$ cat src/rtl/isp8_flags_if.sv
// Flag-unit bus for isp8_flags: ALU result/carry, flag set/clear strobes,
// interrupt save/restore pulses, branch condition and the registered flag outputs.
interface isp8_flags_if;
  logic [7:0] dout_alu;
  logic       cout_alu;
  logic       upd_c;
  logic       upd_z;
  logic       setc;
  logic       clrc;
  logic       setz;
  logic       clrz;
  logic       seti;
  logic       clri;
  logic       int_entry;
  logic       reti;
  logic [1:0] cond;
  logic       carry_flag;
  logic       zero_flag;
  logic       ie_flag;
  logic       cond_true;
  logic       save_ovf;
  logic       save_unf;
  logic [3:0] save_depth;

  // Core side: drives ALU results and control strobes, observes the flags.
  modport master (
    output dout_alu, cout_alu, upd_c, upd_z, setc, clrc, setz, clrz, seti, clri,
           int_entry, reti, cond,
    input  carry_flag, zero_flag, ie_flag, cond_true, save_ovf, save_unf, save_depth
  );

  // Flag unit side.
  modport slave (
    input  dout_alu, cout_alu, upd_c, upd_z, setc, clrc, setz, clrz, seti, clri,
           int_entry, reti, cond,
    output carry_flag, zero_flag, ie_flag, cond_true, save_ovf, save_unf, save_depth
  );
endinterface

$ cat src/rtl/isp8_flags.sv
// isp8_flags: carry / zero / interrupt-enable flag register for the ISP8 core,
// with an interrupt save stack and branch-condition evaluation.
// Optional feature macro ISP8_FLAG_NEST_EN: when defined the save stack holds
// NEST_DEPTH entries; otherwise a single save register is used.
module isp8_flags #(
  parameter int unsigned NEST_DEPTH = 4
) (
  input logic         clk,
  input logic         rst,
  isp8_flags_if.slave bus
);

`ifdef ISP8_FLAG_NEST_EN
  localparam int unsigned Depth = NEST_DEPTH;
`else
  // Single save register; NEST_DEPTH has no effect in this build.
  localparam int unsigned Depth = (NEST_DEPTH > 0) ? 1 : 1;
`endif

  logic       c_q, c_d;
  logic       z_q, z_d;
  logic       ie_q, ie_d;
  logic       ovf_q, ovf_d;
  logic       unf_q, unf_d;
  logic [3:0] depth_q, depth_d;
  logic [2:0] stack_q [Depth];
  logic [2:0] stack_d [Depth];

  logic       zero_cand;
  logic       full;
  logic       empty;
  logic [2:0] top;

  assign zero_cand = (bus.dout_alu == 8'h00);
  assign full      = (depth_q == 4'(Depth));
  assign empty     = (depth_q == 4'd0);

  // Most recently pushed entry; entries are stored as {ie, z, c}.
  always_comb begin
    top = 3'b000;
    for (int i = 0; i < Depth; i++) begin
      if (4'(i + 1) == depth_q) top = stack_q[i];
    end
  end

  // Next-state: interrupt entry > return > set/clear > ALU update > hold.
  always_comb begin
    c_d     = c_q;
    z_d     = z_q;
    ie_d    = ie_q;
    ovf_d   = ovf_q;
    unf_d   = unf_q;
    depth_d = depth_q;
    stack_d = stack_q;

    if (bus.int_entry) begin
      // A simultaneous reti is dropped; ie is cleared even on overflow.
      if (full) begin
        ovf_d = 1'b1;
      end else begin
        for (int i = 0; i < Depth; i++) begin
          if (4'(i) == depth_q) stack_d[i] = {ie_q, z_q, c_q};
        end
        depth_d = depth_q + 4'd1;
      end
      ie_d = 1'b0;
    end else if (bus.reti) begin
      if (empty) begin
        unf_d = 1'b1;
      end else begin
        {ie_d, z_d, c_d} = top;
        depth_d = depth_q - 4'd1;
      end
    end else begin
      // Each flag resolves independently: set beats clear, both beat ALU update.
      if (bus.setc)       c_d = 1'b1;
      else if (bus.clrc)  c_d = 1'b0;
      else if (bus.upd_c) c_d = bus.cout_alu;

      if (bus.setz)       z_d = 1'b1;
      else if (bus.clrz)  z_d = 1'b0;
      else if (bus.upd_z) z_d = zero_cand;

      if (bus.seti)       ie_d = 1'b1;
      else if (bus.clri)  ie_d = 1'b0;
    end
  end

  // State register with asynchronous clear of flags, sticky errors and stack.
  always_ff @(posedge clk or posedge rst) begin
    if (rst) begin
      c_q     <= 1'b0;
      z_q     <= 1'b0;
      ie_q    <= 1'b0;
      ovf_q   <= 1'b0;
      unf_q   <= 1'b0;
      depth_q <= 4'd0;
      stack_q <= '{default: 3'b000};
    end else begin
      c_q     <= c_d;
      z_q     <= z_d;
      ie_q    <= ie_d;
      ovf_q   <= ovf_d;
      unf_q   <= unf_d;
      depth_q <= depth_d;
      stack_q <= stack_d;
    end
  end

  // Branch condition from the registered flags only.
  always_comb begin
    unique case (bus.cond)
      2'b00:   bus.cond_true = z_q;
      2'b01:   bus.cond_true = ~z_q;
      2'b10:   bus.cond_true = c_q;
      default: bus.cond_true = ~c_q;
    endcase
  end

  assign bus.carry_flag = c_q;
  assign bus.zero_flag  = z_q;
  assign bus.ie_flag    = ie_q;
  assign bus.save_ovf   = ovf_q;
  assign bus.save_unf   = unf_q;
  assign bus.save_depth = depth_q;

endmodule

$ cat src/flat_wrapper.sv
// flat-port wrapper written by rule: the top's interface ports become plain ports
module isp8_flags_flat 
#(
  parameter int unsigned NEST_DEPTH = 4
)
  (clk, rst, bus_dout_alu, bus_cout_alu, bus_upd_c, bus_upd_z, bus_setc, bus_clrc, bus_setz, bus_clrz, bus_seti, bus_clri, bus_int_entry, bus_reti, bus_cond, bus_carry_flag, bus_zero_flag, bus_ie_flag, bus_cond_true, bus_save_ovf, bus_save_unf, bus_save_depth);
  isp8_flags_if bus_i ();
  input logic clk;
  input logic rst;
  input wire logic [$bits(bus_i.dout_alu)-1:0] bus_dout_alu;
  input wire logic [$bits(bus_i.cout_alu)-1:0] bus_cout_alu;
  input wire logic [$bits(bus_i.upd_c)-1:0] bus_upd_c;
  input wire logic [$bits(bus_i.upd_z)-1:0] bus_upd_z;
  input wire logic [$bits(bus_i.setc)-1:0] bus_setc;
  input wire logic [$bits(bus_i.clrc)-1:0] bus_clrc;
  input wire logic [$bits(bus_i.setz)-1:0] bus_setz;
  input wire logic [$bits(bus_i.clrz)-1:0] bus_clrz;
  input wire logic [$bits(bus_i.seti)-1:0] bus_seti;
  input wire logic [$bits(bus_i.clri)-1:0] bus_clri;
  input wire logic [$bits(bus_i.int_entry)-1:0] bus_int_entry;
  input wire logic [$bits(bus_i.reti)-1:0] bus_reti;
  input wire logic [$bits(bus_i.cond)-1:0] bus_cond;
  output wire logic [$bits(bus_i.carry_flag)-1:0] bus_carry_flag;
  output wire logic [$bits(bus_i.zero_flag)-1:0] bus_zero_flag;
  output wire logic [$bits(bus_i.ie_flag)-1:0] bus_ie_flag;
  output wire logic [$bits(bus_i.cond_true)-1:0] bus_cond_true;
  output wire logic [$bits(bus_i.save_ovf)-1:0] bus_save_ovf;
  output wire logic [$bits(bus_i.save_unf)-1:0] bus_save_unf;
  output wire logic [$bits(bus_i.save_depth)-1:0] bus_save_depth;
  assign bus_i.dout_alu = bus_dout_alu;
  assign bus_i.cout_alu = bus_cout_alu;
  assign bus_i.upd_c = bus_upd_c;
  assign bus_i.upd_z = bus_upd_z;
  assign bus_i.setc = bus_setc;
  assign bus_i.clrc = bus_clrc;
  assign bus_i.setz = bus_setz;
  assign bus_i.clrz = bus_clrz;
  assign bus_i.seti = bus_seti;
  assign bus_i.clri = bus_clri;
  assign bus_i.int_entry = bus_int_entry;
  assign bus_i.reti = bus_reti;
  assign bus_i.cond = bus_cond;
  assign bus_carry_flag = bus_i.carry_flag;
  assign bus_zero_flag = bus_i.zero_flag;
  assign bus_ie_flag = bus_i.ie_flag;
  assign bus_cond_true = bus_i.cond_true;
  assign bus_save_ovf = bus_i.save_ovf;
  assign bus_save_unf = bus_i.save_unf;
  assign bus_save_depth = bus_i.save_depth;
  isp8_flags #(.NEST_DEPTH(NEST_DEPTH)) u_core (.clk(clk), .rst(rst), .bus(bus_i));
endmodule
$ cat config.mk
export PLATFORM = sky130hd
export DESIGN_NAME = isp8_flags_flat
export DESIGN_NICKNAME = d
export VERILOG_FILES = /design/src/rtl/isp8_flags_if.sv /design/src/rtl/isp8_flags.sv /design/src/flat_wrapper.sv
export SDC_FILE = /design/constraint.sdc
export NUM_CORES = 1
export LEC_CHECK = 0
export BUFFER_PORTS_ARGS = -buffer_cell sky130_fd_sc_hd__buf_2
export CORE_ASPECT_RATIO = 1.25
export CORE_MARGIN = 1.5
export CORE_UTILIZATION = 44
export CTS_CLUSTER_SIZE = 20
export DETAILED_ROUTE_END_ITERATION = 8
export PLACE_DENSITY = 0.76
export SETUP_SLACK_MARGIN = 0.3
export SLEW_MARGIN = 25
export SYNTH_ARGS = -nofsm -noshare
export SYNTH_HDL_FRONTEND = slang
export SYNTH_SLANG_ARGS = --single-unit
$ cat constraint.sdc
create_clock -name clk -period 1.8 [get_ports clk]
set_clock_uncertainty 0.05 [all_clocks]
set_input_delay 0.27 -clock clk [delete_from_list [all_inputs] [get_ports clk]]
set_output_delay 0.27 -clock clk [all_outputs]
set_load 0.005 [all_outputs]
==> qor.csv <==
stage;metric;value;unit
yosys;sequential area share after synthesis;0.419;
placed_design;DP HPWL;1.11;mm
worst_setup_path;Worst setup SP type;register;
timing;Slew Viols, Final;0;
yosys;largest cells by area after synthesis;dfrtp_1, ha_1, mux2_2;
worst_setup_path;critical path class;reg2reg;
yosys;post-synthesis register bit count;12;
timing;Final setup viols;0;
timing;final worst slack;0.296;ns
worst_setup_path;worst path cell trace;inv_2 -> ha_4 -> mux2i_2 -> o32ai_2 -> buf_4 -> nor2_1 -> xor2_1;
worst_setup_path;crit path max-delay cell type;dfrtp_1;
die;starting density of the core;0.465;
yosys;syn_nets;96;
die;Die Wd;39.1;µm
cts;Num CTS Buffers;3;
yosys;Syn Inst Count;69;
routing;post-route ant nets;0;
die;Rows;16;
flow_run;Max Cap Viol;0;
grt;number of global-route vias before repair;639;
timing;hold_ws;0.244;ns
timing;FMAX;665;MHz
routing;drt total wl;1.62;mm
yosys;Synth Flop Type;dfrtp_1;
placed_design;dpl cell area;910;µm²
cts;# clock sinks;12;
yosys;number of synthesized flops with an enable pin;0;
yosys;Yosys top cell area share;0.419;
routing;Residual DRC;0;
die;Die H;48.1;µm
yosys;Synth Area per Inst;10.4;µm²
yosys;Commonest cells post-synth;dfrtp_1, nand2_1, ha_1, inv_1, nor2_1;
timing;Tightest Pin Transition;0.463;ns
worst_setup_path;Worst Path Max Fanout;5;
timing;TNS Setup;0;ns
worst_setup_path;Crit. End Element;register;
timing;fin crit share;0.835;
finish;Antenna diodes;0;
yosys;Post-Synthesis Cell Area;717;µm²
finish;fin area;1030;µm²
finish;fin util;0.666;
timing;Final min period;1.50;ns
pwr;Max VDD drop;0.768;mV
die;Core Footprint;1540;µm²
grt;first-pass GRT wire length;2.48;mm
routing;Starting DRT DRC Count;11;
cts;latest clock arrival within the worst-skew pair;0.27;ns
placed_design;IO buf count;32;
placed_design;Final GP Congestion;0.699;
finish;nets@finish;141;
yosys;Post-synth ARST share;1.00;
hold_path;Hold Path Class;in2reg;
timing;Hold Vio Cnt, Final;0;
timing;RSZ-0062 raised after global routing;true;
placed_design;setup slack at placement;0.127;ns
yosys;Distinct cells, synth;29;
grt;global route total overflow;0;
yosys;synth warn;0;
worst_setup_path;slowest stage delay, CP;0.41;ns
die;IO Pins;33;
routing;WL per Instance;12.4;µm
routing;Vias/cell;5.32;
finish;area grow syn2layout;43.3;%
finish;proportion of layout cells with a drive suffix above 1;0.522;
worst_setup_path;crit path DAT;1.61;ns
yosys;area leader, netlist;dfrtp_1;
cts;clk root buf;clkbuf_4;
pwr;PwrDens;1400;nW/µm²
cts;CTS tree;built;
grt;initial antenna violation count;0;
cts;H-tree levels;1;
grt;Total Routing Usage GR;0.191;
run_status;status;complete, no violations;
yosys;top-count cell post-synth;dfrtp_1;
routing;drt pass-1 iters;4;
pwr;Leak;0.495;nW
placed_design;cell count after placement;117;
pwr;Final Power;1.44;mW
routing;vias after detailed routing;697;
cts;CTS clk-pin slew, worst paths;0.08;ns
worst_setup_path;Worst Path Required;1.91;ns
finish;final std cells w/o fill;131;
timing;Slew HR;0.691;
cts;Clock Path Buffers;2;
die;DIE AREA;1880;µm²
grt;largest net degree at the start of global routing;13;
## critical path: cells and delay by family (launching register included)
family                   cells  cell delay [ns]
buffers and inverters        2             0.30
AND/OR/NAND/NOR              1             0.05
AO/OA/AOI/OAI                1             0.19
flip-flops                   1             0.41
multiplexers                 1             0.07
XOR/XNOR                     1             0.13
adder cells (fa/ha/maj)      1             0.17
## power by group
group / internal, mW / leakage (nW) / switching [mW]
combinational: 0.415 / 0.333 / 0.319
sequential: 0.386 / 0.142 / 0.111
clock: 0.123 / 0.0210 / 0.0879
total: 0.924 / 0.495 / 0.517
## cells in the final DEF, fill, tap and decap left out, drive strengths merged
master / synthesis / routed
a21o: 1 / 1
a21oi: 4 / 4
a221oi: 1 / 1
a31o: 1 / 1
a31oi: 2 / 2
a41oi: 2 / 2
buf: 2 / 41
clkbuf: 0 / 4
dfrtp: 12 / 12
dlygate4sd3: 0 / 1
ha: 4 / 4
inv: 4 / 4
mux2: 3 / 3
mux2i: 3 / 3
nand2: 5 / 5
nand3: 2 / 2
nand4: 2 / 2
nand4b: 1 / 1
nor2: 5 / 5
nor2b: 1 / 1
nor4: 2 / 2
o21ai: 2 / 2
o21bai: 2 / 2
o32ai: 1 / 1
or3: 1 / 1
or4: 1 / 1
xnor2: 2 / 2
xor2: 3 / 3
## path summary, 6_finish.rpt
path | from | endpoint | slack [ns] | cells past startpoint
worst max register to register | u_core.bus.save_depth[1]$_DFFE_PP0P_ | u_core.bus.save_depth[2]$_DFFE_PP0P_ | 0.30 | 7
worst min-delay path | bus_clri | u_core.bus.ie_flag$_DFFE_PP0P_ | 0.24 | 4
worst max-delay path | u_core.bus.save_depth[1]$_DFFE_PP0P_ | u_core.bus.save_depth[2]$_DFFE_PP0P_ | 0.30 | 7
min in group asynchronous | rst | u_core.bus.save_depth[3]$_DFFE_PP0P_ | 0.49 | 3
max in group asynchronous | rst | u_core.bus.save_depth[0]$_DFFE_PP0P_ | 0.87 | 3
worst min register to register | u_core.bus.save_unf$_DFFE_PP0P_ | u_core.bus.save_unf$_DFFE_PP0P_ | 0.42 | 1
## what timing repair did
| item | 4_1_cts | 5_1_grt |
|---|---|---|
| hold buffers | 1 | 0 |
| resized for setup | 0 | 1 |
| buffers inserted | 7 | 2 |
| endpoints found under the setup margin | 4 | 9 |
| hold endpoints to repair | 12 | 0 |
| pin swaps | 2 | 2 |
## flip-flops by register name, summed over array words and instances, names as in the netlist
signal and count:
u_core.bus.save_unf 1, u_core.bus.save_ovf 1, u_core.bus.save_depth 4, u_core.bus.carry_flag 1, u_core.stack_q 3, u_core.bus.zero_flag 1
u_core.bus.ie_flag 1
## logic make-up after synthesis
family          after synthesis  synth area share
flops                        12             0.419
fa+ha+maj                     4            0.0698
compound gates               16             0.168
buf+inv                       6            0.0436
xor+xnor                      5            0.0611
simple gates                 20             0.150
mux                           6            0.0890
## per-layer routing
metal  vias to the layer above  GRT usage  part of all wire
li1                        341          -                 -
met4                         0     0.0828             0.023
met2                        32      0.357              0.49
met5                         -          0                 0
met1                       317      0.213              0.40
met3                         7     0.0274             0.086
## layout make-up
| type | count | area, µm² |
|---|---|---|
| Inverter | 4 | 15.0 |
| Timing Repair Buffer | 42 | 238 |
| Fill cell | 130 | 514 |
| Sequential cell | 12 | 302 |
| Clock buffer | 4 | 36.3 |
| Multi-Input combinational cell | 51 | 414 |
| Tap cell | 18 | 22.5 |
Power figures use the tool's default switching activity.
